<file path="config.mk">
export PLATFORM = sky130hd
export DESIGN_NAME = morse_letter_decoder
export DESIGN_NICKNAME = d
export VERILOG_FILES = /design/src/rtl/morse_pkg.sv /design/src/rtl/morse_fifo.sv /design/src/rtl/morse_letter_decoder.sv
export SDC_FILE = /design/constraint.sdc
export NUM_CORES = 1
export LEC_CHECK = 0
export BUFFER_PORTS_ARGS = -buffer_cell sky130_fd_sc_hd__clkbuf_2
export CORE_MARGIN = 8
export CORE_UTILIZATION = 55
export CTS_CLUSTER_DIAMETER = 30
export DETAILED_ROUTE_END_ITERATION = 6
export PLACE_DENSITY = 0.74
export SLEW_MARGIN = 20
export SYNTH_ARGS = -nofsm -noshare
export SYNTH_HDL_FRONTEND = slang
export SYNTH_HIERARCHICAL = 1
export SYNTH_SLANG_ARGS = --single-unit
</file>
<file path="constraint.sdc">
create_clock -name clk -period 2.8 [get_ports clk]
set_input_delay 0.56 -clock clk [delete_from_list [all_inputs] [get_ports clk]]
set_output_delay 0.56 -clock clk [all_outputs]
set_load 0.02 [all_outputs]
</file>
<file path="src/rtl/morse_pkg.sv">
// Shared types, ASCII constants and the ITU Morse pattern table for the letter decoder.
// Patterns are stored first-element-in-bit-0 with dash=1.
package morse_pkg;

  typedef enum logic [1:0] {
    ST_IDLE,
    ST_MARK,
    ST_SPACE,
    ST_WORD_WAIT
  } morse_state_e;

  localparam logic [7:0] ASCII_SPACE   = 8'h20;
  localparam logic [7:0] ASCII_UNKNOWN = 8'h3F;

  // Bit strings below read as the Morse code reversed (last element on the left).
  function automatic logic [7:0] morse_lookup(input logic [2:0] count, input logic [6:0] pattern);
    logic [7:0] ch;
    ch = ASCII_UNKNOWN;
    if (pattern[6:5] == 2'b00) begin
      case (count)
        3'd1: ch = pattern[0] ? "T" : "E";
        3'd2: begin
          case (pattern[1:0])
            2'b00:   ch = "I";
            2'b10:   ch = "A";
            2'b01:   ch = "N";
            default: ch = "M";
          endcase
        end
        3'd3: begin
          case (pattern[2:0])
            3'b000:  ch = "S";
            3'b100:  ch = "U";
            3'b010:  ch = "R";
            3'b110:  ch = "W";
            3'b001:  ch = "D";
            3'b101:  ch = "K";
            3'b011:  ch = "G";
            default: ch = "O";
          endcase
        end
        3'd4: begin
          case (pattern[3:0])
            4'b0000: ch = "H";
            4'b1000: ch = "V";
            4'b0100: ch = "F";
            4'b0010: ch = "L";
            4'b0110: ch = "P";
            4'b1110: ch = "J";
            4'b0001: ch = "B";
            4'b1001: ch = "X";
            4'b0101: ch = "C";
            4'b1101: ch = "Y";
            4'b0011: ch = "Z";
            4'b1011: ch = "Q";
            default: ch = ASCII_UNKNOWN;
          endcase
        end
        3'd5: begin
          case (pattern[4:0])
            5'b11110: ch = "1";
            5'b11100: ch = "2";
            5'b11000: ch = "3";
            5'b10000: ch = "4";
            5'b00000: ch = "5";
            5'b00001: ch = "6";
            5'b00011: ch = "7";
            5'b00111: ch = "8";
            5'b01111: ch = "9";
            5'b11111: ch = "0";
            default:  ch = ASCII_UNKNOWN;
          endcase
        end
        default: ch = ASCII_UNKNOWN;
      endcase
    end
    return ch;
  endfunction

endpackage

</file>
<file path="src/rtl/morse_fifo.sv">
// Synchronous first-word-fall-through FIFO with registered head, full/empty flags
// and a drop strobe for pushes refused while full.
module morse_fifo #(
  parameter int ADDR_W = 3
) (
  input  logic       clk,
  input  logic       reset_n,
  input  logic       push,
  input  logic [7:0] wr_data,
  input  logic       read,
  output logic [7:0] rd_data,
  output logic       empty,
  output logic       full,
  output logic       drop
);

  localparam int DEPTH = 2 ** ADDR_W;

  logic [7:0]      mem [DEPTH];
  logic [ADDR_W:0] wr_ptr_reg, rd_ptr_reg, wr_ptr_next, rd_ptr_next;
  logic            empty_reg, full_reg;
  logic [7:0]      rd_data_reg, head_next;
  logic            do_push, do_pop;

  // A read frees a slot in the same cycle, so a push while full still lands.
  assign do_push = push && (!full_reg || read);
  assign do_pop  = read && !empty_reg;
  assign drop    = push && full_reg && !read;

  assign wr_ptr_next = wr_ptr_reg + {{ADDR_W{1'b0}}, do_push};
  assign rd_ptr_next = rd_ptr_reg + {{ADDR_W{1'b0}}, do_pop};

  always_comb begin
    head_next = mem[rd_ptr_next[ADDR_W-1:0]];
    if (wr_ptr_next == rd_ptr_next) begin
      head_next = 8'h00;
    end else if (do_push && (wr_ptr_reg == rd_ptr_next)) begin
      head_next = wr_data;
    end
  end

  always_ff @(posedge clk) begin
    if (do_push) begin
      mem[wr_ptr_reg[ADDR_W-1:0]] <= wr_data;
    end
  end

  always_ff @(posedge clk) begin
    if (!reset_n) begin
      wr_ptr_reg  <= '0;
      rd_ptr_reg  <= '0;
      empty_reg   <= 1'b1;
      full_reg    <= 1'b0;
      rd_data_reg <= 8'h00;
    end else begin
      wr_ptr_reg  <= wr_ptr_next;
      rd_ptr_reg  <= rd_ptr_next;
      empty_reg   <= (wr_ptr_next == rd_ptr_next);
      full_reg    <= (wr_ptr_next[ADDR_W] != rd_ptr_next[ADDR_W]) &&
                     (wr_ptr_next[ADDR_W-1:0] == rd_ptr_next[ADDR_W-1:0]);
      rd_data_reg <= head_next;
    end
  end

  assign rd_data = rd_data_reg;
  assign empty   = empty_reg;
  assign full    = full_reg;

endmodule

</file>
<file path="src/rtl/morse_letter_decoder.sv">
// Morse key decoder: times key marks/spaces in units, assembles letters and queues ASCII.
// Define MORSE_WORD_SPACE_EN to also queue 0x20 after each word gap.
module morse_letter_decoder
  import morse_pkg::*;
#(
  parameter int TIMER_FINAL_VALUE = 5,
  parameter int DASH_UNITS        = 2,
  parameter int LETTER_GAP_UNITS  = 3,
  parameter int WORD_GAP_UNITS    = 7,
  parameter int MAX_ELEMS         = 6,
  parameter int FIFO_ADDR_W       = 3
) (
  input  logic       clk,
  input  logic       reset_n,
  input  logic       b,
  input  logic       read,
  output logic [7:0] rd_data,
  output logic       empty,
  output logic       full,
  output logic       drop
);

  localparam int TICK_W = (TIMER_FINAL_VALUE > 0) ? $clog2(TIMER_FINAL_VALUE + 1) : 1;
  localparam int UNIT_W = $clog2(WORD_GAP_UNITS + 1);
  localparam logic [TICK_W-1:0] TICK_LAST = TICK_W'(TIMER_FINAL_VALUE);
  localparam logic [UNIT_W-1:0] DASH_U    = UNIT_W'(DASH_UNITS);
  localparam logic [UNIT_W-1:0] LETTER_U  = UNIT_W'(LETTER_GAP_UNITS);
  localparam logic [UNIT_W-1:0] WORD_U    = UNIT_W'(WORD_GAP_UNITS);
  localparam logic [2:0]        MAX_COUNT = 3'(MAX_ELEMS);

  morse_state_e         state_reg, state_next;
  logic [TICK_W-1:0]    tick_reg;
  logic [UNIT_W-1:0]    units_reg, units_inc;
  logic [MAX_ELEMS-1:0] pattern_reg, pattern_next;
  logic [2:0]           count_reg, count_next;
  logic                 ovf_reg, ovf_next;
  logic                 wrap, clear_cnt, push;
  logic [7:0]           push_data, letter;
  logic [6:0]           pattern_ext;

  assign wrap      = (tick_reg == TICK_LAST);
  assign units_inc = (wrap && (units_reg != WORD_U)) ? units_reg + 1'b1 : units_reg;

  // The gap keeps being timed across SPACE->WORD_WAIT so the word gap counts from key release.
  assign clear_cnt = (state_next != state_reg) &&
                     !((state_reg == ST_SPACE) && (state_next == ST_WORD_WAIT));

  always_comb begin
    pattern_ext = '0;
    pattern_ext[MAX_ELEMS-1:0] = pattern_reg;
  end

  assign letter = ovf_reg ? ASCII_UNKNOWN : morse_lookup(count_reg, pattern_ext);

  always_comb begin
    state_next   = state_reg;
    pattern_next = pattern_reg;
    count_next   = count_reg;
    ovf_next     = ovf_reg;
    push         = 1'b0;
    push_data    = letter;
    case (state_reg)
      ST_IDLE: begin
        if (!b) begin
          state_next   = ST_MARK;
          pattern_next = '0;
          count_next   = '0;
          ovf_next     = 1'b0;
        end
      end
      ST_MARK: begin
        if (b) begin
          state_next = ST_SPACE;
          // Include the unit completing on this edge so a mark of exactly N units counts as N.
          if (count_reg == MAX_COUNT) begin
            ovf_next = 1'b1;
          end else begin
            pattern_next[count_reg] = (units_inc >= DASH_U);
            count_next              = count_reg + 3'd1;
          end
        end
      end
      ST_SPACE: begin
        if (!b) begin
          state_next = ST_MARK;
        end else if (units_reg >= LETTER_U) begin
          state_next = ST_WORD_WAIT;
          push       = 1'b1;
        end
      end
      ST_WORD_WAIT: begin
        if (!b) begin
          state_next   = ST_MARK;
          pattern_next = '0;
          count_next   = '0;
          ovf_next     = 1'b0;
        end else if (units_reg >= WORD_U) begin
          state_next = ST_IDLE;
`ifdef MORSE_WORD_SPACE_EN
          push       = 1'b1;
          push_data  = ASCII_SPACE;
`else
          push       = 1'b0;
`endif
        end
      end
      default: state_next = ST_IDLE;
    endcase
  end

  always_ff @(posedge clk) begin
    if (!reset_n) begin
      state_reg   <= ST_IDLE;
      tick_reg    <= '0;
      units_reg   <= '0;
      pattern_reg <= '0;
      count_reg   <= '0;
      ovf_reg     <= 1'b0;
    end else begin
      state_reg   <= state_next;
      pattern_reg <= pattern_next;
      count_reg   <= count_next;
      ovf_reg     <= ovf_next;
      if (clear_cnt) begin
        tick_reg  <= '0;
        units_reg <= '0;
      end else begin
        tick_reg  <= wrap ? '0 : tick_reg + 1'b1;
        units_reg <= units_inc;
      end
    end
  end

  morse_fifo #(
    .ADDR_W(FIFO_ADDR_W)
  ) u_fifo (
    .clk    (clk),
    .reset_n(reset_n),
    .push   (push),
    .wr_data(push_data),
    .read   (read),
    .rd_data(rd_data),
    .empty  (empty),
    .full   (full),
    .drop   (drop)
  );

endmodule

</file>
# [Word level (Yosys, flattened, before mapping)]
# Memories as Yosys holds them, arrays and structs flattened. A register that Yosys moved wholly into a read port is not among the register bits.
# Cells that the tools add are included.
[word_totals] inputBits=4 rom_bits=240 ram_bits=64 wordCells=119 latchBits=0 register_bits=36 memories=3 output_inout_bits=11
[mem_list] name="(name not given)" depth=32 width=4 rd=1 rd_ports_with_merged_regs=1 wr=0 line="morse_pkg.sv:60" text="case (pattern[4:0])"
[mem_list] name="(name not given)" depth=16 width=7 rd=1 rd_ports_with_merged_regs=1 wr=0 line="morse_pkg.sv:43" text="case (pattern[3:0])"
[mem_list] name="u_fifo.mem" depth=8 width=8 rd=1 rd_ports_with_merged_regs=0 wr=1 line="morse_fifo.sv:19" text="logic [7:0] mem [DEPTH];"
[op_classes] n_div=0 bitwise_logic=1 eq_ne=29 reduce_logical=26 shift=0 muxes=39 mul=0 add_sub_neg=5 order_cmp=5
[ops] cell="$pmux W8 S5" n=1
[ops] cell="$pmux W5 S7" n=1
[ops] cell="$mux W8" n=3
[ops] cell="$eq A3 B3 Y1 const B" n=7
[ops] cell="$mux W6" n=3
[ops] cell="$mux W5" n=3
[ops] cell="$eq A3 B2 Y1 const B" n=4
[ops] cell="$mux W2" n=6
[ops] cell="$mux W3" n=4
[ops] cell="$pmux W4 S3" n=1
[ops] cell="$pmux W6 S2" n=1
[ops] cell="$logic_and A1 B1 Y1" n=10
[ops] cell="$add A3 B1 Y3 const B" n=3
[ops] cell="$mux W1" n=9
[ops] cell="$add A4 B1 Y4" n=2
[ops] cell="$eq A2 B2 Y1 const B" n=4
[ops] cell="$eq A4 B4 Y1" n=2
[ops] cell="$mux W4" n=2
[ops] cell="$ne A2 B2 Y1 const B" n=4
[ops] cell="$pmux W2 S4" n=1
[ops] cell="$reduce_and A4 Y1" n=2
[ops] cell="$bwmux W6" n=1
[ops] cell="$eq A3 B1 Y1 const B" n=2
[ops] cell="$ge A3 B2 Y1 const B" n=2
[ops] cell="19 further kinds" n=27

# [Longest topological paths before layout]
# Gate-level depths: netlist of run 1.
[logic_depth] ltp_word=10 ltp_mapped=14 depth_no_buf=12

# [Cells and area by module]
# Netlist of run 1, hierarchy kept.
[modules_own_cells] mod="morse_fifo" area_per_inst_um2=3457.1 cells_per_inst=190 n_inst=1
[modules_own_cells] mod="morse_letter_decoder" area_per_inst_um2=2075.7 cells_per_inst=246 n_inst=1

# [Worst setup path after synthesis of run 1]
# No wires, ideal clock.
[synth_path] path_kind="flip-flop to flip-flop" from="register state_reg[0]" to="register with a tool-made name" setup_ps=128 path_stages_with_launch=11 path_slack_ps=-2 t_arrival_ps=2674 path_cell_list="dfxtp_1 inv_1 ha_1 or3_4 o32ai_1 mux2i_1 nand2b_1 buf_2 ha_1 o41ai_1 o22ai_1"
[synth_lines] item="start, declared" line="morse_letter_decoder.sv:31" text="morse_state_e state_reg, state_next;"
[synth_lines] item="start signal, assigned" line="morse_letter_decoder.sv:120" text="state_reg <= state_next;"

# [Worst setup path in the final report of run 1]
[layout_path] from="register units_reg[0]" to="register u_fifo.rd_data_reg[5] (netlist: u_fifo/rd_data[5])"
[layout_between] elab_chain_cells=8
[layout_lines] item="start, declared" line="morse_letter_decoder.sv:33" text="logic [UNIT_W-1:0] units_reg, units_inc;"
[layout_lines] item="start signal, assigned" line="morse_letter_decoder.sv:129" text="units_reg <= units_inc;"
[layout_lines] item="$ge A3 B2 Y1 *" line="morse_letter_decoder.sv:86" text="end else if (units_reg >= LETTER_U) begin"
[layout_lines] item="$mux W1 *" line="morse_letter_decoder.sv:86"
[layout_lines] item="$mux W1 *" line="morse_letter_decoder.sv:84" text="if (!b) begin"
[layout_lines] item="$mux W1 *"
[layout_lines] item="via push" line="morse_letter_decoder.sv:37" text="logic wrap, clear_cnt, push;"
[layout_lines] item="$logic_and A1 B1 Y1 *" line="morse_fifo.sv:26" text="assign do_push = push && (!full_reg || read);"
[layout_lines] item="$add A4 B1 Y4" line="morse_fifo.sv:30" text="assign wr_ptr_next = wr_ptr_reg + {{ADDR_W{1'b0}}, do_push};"
[layout_lines] item="$eq A4 B4 Y1" line="morse_fifo.sv:35" text="if (wr_ptr_next == rd_ptr_next) begin"
[layout_lines] item="$reduce_or A2 Y1 (no line)"
[layout_lines] item="end signal, assigned" line="morse_fifo.sv:61" text="rd_data_reg <= head_next;"
[layout_lines] item="end, declared" line="morse_fifo.sv:22" text="logic [7:0] rd_data_reg, head_next;"
# Mark *: on every way through the listed nets, which the timed path passes. The rest lies on a longest branch.
# A chain may end at the register's enable or synchronous reset.

==> results.md, run 1 <==
* First-pass DRT Iterations at 4
* Final Util at 65.35%
* Clk buf depth at 2
* Hold buffers post-CTS at 0
* Worst hold path type: reg -> reg
* Wire per inst at 17.48 microns
* Via count at around 3700
* Number of buffers created by CTS at 9
* Min-Delay Endpoint: tick_reg[0]
* Power density cells at 495.3 nW/um^2
* Max_cap viols at 0
* Detailed-route wire length at 11.13 mm
* Cell row count at 36
* Most frequent CP cell: ha_1
* CTS root buf: clkbuf_8
* Arr. time, crit path at just over 3000 ps
* CTS H-Tree Depth at 3
* Cell taking the most area after synthesis: edfxtp_1
* Synthesized flop and latch total at 111
* Mean post-synth cell area at 12.69 sq um
* Antenna-violating nets left at 0
* Cell count after synthesis at between 400 and 500
* Tot Pwr at 3164 uW
* Unrepaired setup endpoints after global routing: yes
* Area of the mapped netlist at between 5000 and 6000 sq um
* Period Utilization, post-route at 98.57%
* Final Hold Vio Count at 0
* Starting DRC count in detailed routing at between 200 and 300
* Slew headroom at 53.48%
* Die area at 13520 sq um
* Post-synth top cells: 64 x edfxtp_1, 47 x dfxtp_1, 26 x nor2_1, 25 x ha_1, 21 x inv_1
* Vias per inst at 5.823
* R2R setup slack at roughly 40 ps
* Hold Startpoint: tick_reg[0]
* Clock slew seen by the registers of the worst setup and hold paths at 100 ps
* Io pins at 15
* Skew-Pair Late Insertion Delay at 380 ps
* Die Height at between 100 and 150 microns
* Maximum fanout along the worst path at 5
* FF-to-FF End: u_fifo/rd_data[5]
* Layout cell share with drive strength beyond 1 at 26.19%
* Setup Skew at roughly 9.4 ps
* Max IR drop VDD at 0.2471 mV
* TritonCTS clock tree: yes
* Top post-synthesis cells by area: edfxtp_1 35%, dfxtp_1 17%, ha_1 5.7%
* CP max stage delay at 450 ps
* Pleak at 0.002344 uW
* Ys Warns at 6
* Hold path cells at 1
* Max reg flops at between 60 and 70
* Core Box Area at 9774 sq um
* Final setup margin at 39.94 ps
* Largest net degree at the start of global routing at 20
* IO Port Bufs at 14
* Area grow syn2layout at 15.45%
* Sequential fraction of the synthesis area at ~52%
* CP endpoint kind: flop
* Post-synth top area share at 34.74%
* R2R Path Start: units_reg[0]
* Min Tclk post-route at roughly 2800 ps
* Initial core utilization at 56.61%
* Final Max Slew Viols at 0
* Fill count at between 700 and 800
* Post-synth EDFFs at 64
* N_diodes at 0
* Hold WS at 504.3 ps
* DRC Markers at 0
* Final setup violation count at 0
* Tightest Pin Transition at 694.7 ps
* Total negative slack at 0 ps
* FF-to-FF path depth at 12
* Startpoint types: flop
* Top-count cell post-synth: edfxtp_1
* Share of synthesized registers carrying an async set or reset at 0%
* CP required at 3060 ps
* Status: finished clean
* Number of global-route vias before repair at 3662
* GRT overflow at 0
* HPWL after DPL at around 7.8 mm
* Worst setup path class: reg -> reg
* Slowest cell on the critical path: a2111oi_1
* Crit-path cells: ha_1 > ha_1 > a211o_1 > and3_4 > nand2_1 > inv_1 > ha_1 > ha_4 > xnor2_4 > xnor2_4 > nor3_2 > a2111oi_1
* Routability cong. at around 0.85
* Fmax at between 300 and 400 MHz
* First-pass GRT wire length at about 18 mm
* Chip width at 116.3 microns
* Total Routing Usage GR at between 10% and 20%
* Ys flop type: edfxtp_1
* Sink Count at 111
* Pre-CTS setup slack at 24.27 ps
* Initial antenna violation count at 0
* NumNets Final at 528
* Distinct cells, synth at 76
[per-stage QoR]
stage	cell area [sq um]	instances
floorplan	5564	444
global placement	6011	615
detailed placement	6011	615
CTS	6233	631
global route	6387	637
finish	6387	637
[worst max path at each step]
stage | from | end | slack, ps | cells after the start
finish | units_reg[0] | u_fifo/rd_data[5] | 40 | 12
detailed placement | units_reg[0] | u_fifo/rd_data[1] | 20 | 12
global route | units_reg[0] | u_fifo/rd_data[5] | -60 | 12
floorplan | count_reg[0] | flop | 4 | 12
CTS | units_reg[0] | u_fifo/full | 20 | 12
global placement | units_reg[0] | u_fifo/rd_data[7] | 120 | 12
[kinds of logic after synthesis]
logic type               Yosys count  share of synthesized area, %
AO/OA/AOI/OAI                     99                         13.30
flip-flops                       111                         51.74
XOR/XNOR                          17                         3.731
multiplexers                      35                         11.04
AND/OR/NAND/NOR                  103                         9.996
adder cells (fa/ha/maj)           25                         5.654
buffers and inverters             45                         4.478
other                              1                       0.06778
[repair_timing]
action | in CTS | in global routing
endpoints found under the setup margin | 2 | 17
gates cloned | 0 | 1
pin swaps | 0 | 3
gates resized for setup | 2 | 18
buffers inserted | 0 | 5
[critical path: cells and delay by family, from the launching register on]
kind / cells / cell delay (ps)
buffers and inverters: 1 / 50
and+or+nand+nor: 3 / 380
xor gates and xnor gates: 2 / 370
adders and majority gates: 4 / 790
AOI/OAI and AO/OA: 2 / 710
DFF: 1 / 330
[metal layers]
metal	wire length (microns)	GRT usage [%]	share of wire, %
met3	583	2.999	5.2
met2	5430	28.81	49
met1	4916	21.37	44
met4	204	7.087	1.8
met5	0	0	0
[area by class of cell]
class	count	area, sq um	share of cell area, %
Clock buffer	11	162.7	2.547
Inverter	24	95.09	1.489
Tap cell	133	166.4	2.605
Clock inverter	5	45.04	0.7052
Multi-Input combinational cell	289	2582	40.43
Sequential cell	111	2865	44.86
Timing Repair Buffer	64	470.5	7.365
[report_power, final]
group	leakage, uW	switching, uW	total (uW)	internal [uW]
sequential	0.000956	8.85	1800	1790
clock	0.000104	557	973	416
combinational	0.00128	243	395	152
total	0.00234	809	3160	2350
[layout by cell type (no fill, tap or decap), types with 5 or more instances in the layout]
cell / netlist / layout
edfxtp_1: 64 / 64
buf_4: 1 / 48
dfxtp_1: 47 / 45
nor2_1: 26 / 26
ha_1: 25 / 23
inv_1: 21 / 21
a31oi_1: 16 / 16
nand2_1: 14 / 14
clkbuf_2: 1 / 14
nor3_1: 13 / 13
o21ai_0: 12 / 12
a21oi_1: 12 / 12
mux2i_1: 10 / 10
nor4_1: 10 / 10
clkbuf_8: 0 / 10
mux4_1: 10 / 10
conb_1: 1 / 9
nor2b_1: 8 / 8
mux2_2: 8 / 8
xnor2_1: 9 / 7
nand2b_1: 6 / 6
a2111oi_2: 0 / 6
mux4_2: 6 / 6
nand3_1: 5 / 5
(Power assumes the default switching activity.)
==> inputs of run 2 (changes only) <==
CORE_ASPECT_RATIO = 0.75   (was unset)
GPL_ROUTABILITY_DRIVEN = 0   (was unset)
==> results.md, run 2 (same netlist as run 1, synthesis figures left out) <==
* Status: finished clean
* Crit path capture: u_fifo/rd_data[1]
* Slew headroom at 41.21% (-12 points)
* Worst setup path class: reg -> reg
* Layout cell share with drive strength beyond 1 at 25.90% (-0.29 points)
* Hold WS at 491.8 ps (-12.47 ps)
* Final Non-Filler Cells at 630 (-1.1%)
* Vias per inst at 6.124 (+5.2%)
* N_diodes at 0 (unchanged)
* Setup Skew at 11.99 ps (+2.634 ps)
* Maximum fanout along the worst path at 10 (+5)
* CP endpoint kind: flop
* Final Max Slew Viols at 0 (unchanged)
* IO Port Bufs at 14 (unchanged)
* Arr. time, crit path at 2980 ps (-40 ps)
* HPWL after DPL at 8.189 mm (+4.9%)
* CP startpoint: units_reg[0]
* Cell row count at 31 (-14%)
* Die area at 13560 sq um (+0.25%)
* Skew-Pair Late Insertion Delay at 350 ps (-30 ps)
* Min Tclk post-route at 2728 ps (-31.93 ps)
* Starting DRC count in detailed routing at 317 (+22%)
* Die Height at 102.9 microns (-12%)
* Initial core utilization at 56.83% (+0.23 points)
* Clock slew seen by the registers of the worst setup and hold paths at 80 ps (-20 ps)
* Hold buffers post-CTS at 0 (unchanged)
* GRT overflow at 0 (unchanged)
* Power density cells at 535.8 nW/um^2 (+8.2%)
* R2R setup slack at 70 ps (+30 ps)
* Largest net degree at the start of global routing at 23 (+15%)
* Max IR drop VDD at 0.4956 mV (+100%)
* Final setup violation count at 0 (unchanged)
* Max_cap viols at 0 (unchanged)
* Tightest Pin Transition at 878.5 ps (+183.8 ps)
* Clk buf depth at 2 (unchanged)
* Core Box Area at 9736 sq um (-0.40%)
* Total negative slack at 0 ps (unchanged)
* Chip width at 131.8 microns (+13%)
* Initial antenna violation count at 0 (unchanged)
* Number of buffers created by CTS at 9 (unchanged)
* TritonCTS clock tree: yes
* Max reg flops at 64 (unchanged)
* First-pass DRT Iterations at 5 (+1)
* Pleak at 0.002362 uW (+0.76%)
* Detailed-route wire length at 11.89 mm (+6.8%)
* Final Hold Vio Count at 0 (unchanged)
* Area grow syn2layout at 16.49%
* Worst hold path type: reg -> reg
* Commonest non-fill, non-tap cells in the layout: 64 x edfxtp_1, 46 x dfxtp_1, 42 x buf_4
* Fmax at 366.6 MHz (+1.2%)
* Wire per inst at 18.87 microns (+7.9%)
* Placed cells at 612 (-0.49%)
* Number of global-route vias before repair at 3740 (+2.1%)
* Antenna-violating nets left at 0 (unchanged)
* Total Routing Usage GR at 18.04% (+0.91 points)
* CTS root buf: clkbuf_16
* Via count at 3858 (+4.0%)
* NumNets Final at 522 (-1.1%)
* CTS H-Tree Depth at 3 (unchanged)
* DRC Markers at 0 (unchanged)
* FF-to-FF path depth at 13 (+1)
* First-pass GRT wire length at 19.20 mm (+7.5%)
* FF-to-FF End: u_fifo/rd_data[1]
* R2R Path Start: units_reg[0]
* Commonest non-fill, non-tap cell in the layout: edfxtp_1
* CP required at 3050 ps (about the same)
* Startpoint types: flop
* Period Utilization, post-route at 97.43% (-1.1 points)
* Sink Count at 111 (unchanged)
* Io pins at 15 (unchanged)
## run 2: cell count changes in the layout (fill, tap and decap cells not counted), sizes merged
cell and delta:
inv +1, clkbuf -2, buf -5, nor3 -1
clkinv +1
## run 2: per-layer routing
metal  vias up  GRT usage, %  part of all wire (%)
met5         -             0                     0
met1      1902         23.62                    45
met4         0         6.948                   2.2
met2       138         28.69                    46
li1       1795             -                     -
met3        23         4.479                   6.4
## run 2: cell type report
type	count	area [sq um]
Clock buffer	9	225.2
Fill cell	695	3291
Tap cell	132	165.2
Inverter	24	95.09
Clock inverter	7	77.57
Timing Repair Buffer	59	445.4
Multi-Input combinational cell	288	2572
Sequential cell	111	2864
## run 2: worst min-delay path by stage
stage,end,depth (start not counted),from,slack (ps)
after floorplan,tick_reg[0],1,tick_reg[0],440
after global placement,tick_reg[0],1,tick_reg[0],460
after detailed placement,tick_reg[0],1,tick_reg[0],490
after CTS,tick_reg[0],1,tick_reg[0],500
after global routing,tick_reg[0],1,tick_reg[0],530
final,tick_reg[0],1,tick_reg[0],490
## run 2: timing repair
action / in CTS / in global routing
setup buffers: 0 / 2
pin swaps: 1 / 4
endpoints found under the setup margin: 3 / 16
gates resized for setup: 0 / 20
## run 2: power by group
group	internal [uW]	switching [uW]
Clock	638	632
Combinational	144	244
Sequential	1790	8.84
Total	2570	885
## run 2: critical path, stage by stage (launching register included)
cell and delay (ps):
dfxtp_1 330, ha_2 190, ha_1 180, a211o_1 250, and3_4 200, nand2_2 60, inv_1 50, ha_1 200
ha_2 200, xnor2_2 230, xnor2_2 170, nor3_4 70, buf_12 160, a2111oi_2 350
## run 2: metrics by stage
stage                     instance area (sq um)  worst slack (ps)  util [%]  total power [uW]
after floorplan                            5564             3.661         -              2071
after global placement                     6001             60.71     61.64              2193
after detailed placement                   6001             26.27     61.64              2207
after CTS                                  6304             13.66     64.75              3463
after global routing                       6445            -76.18     66.20              3578
final                                      6445             71.88     66.20              3453
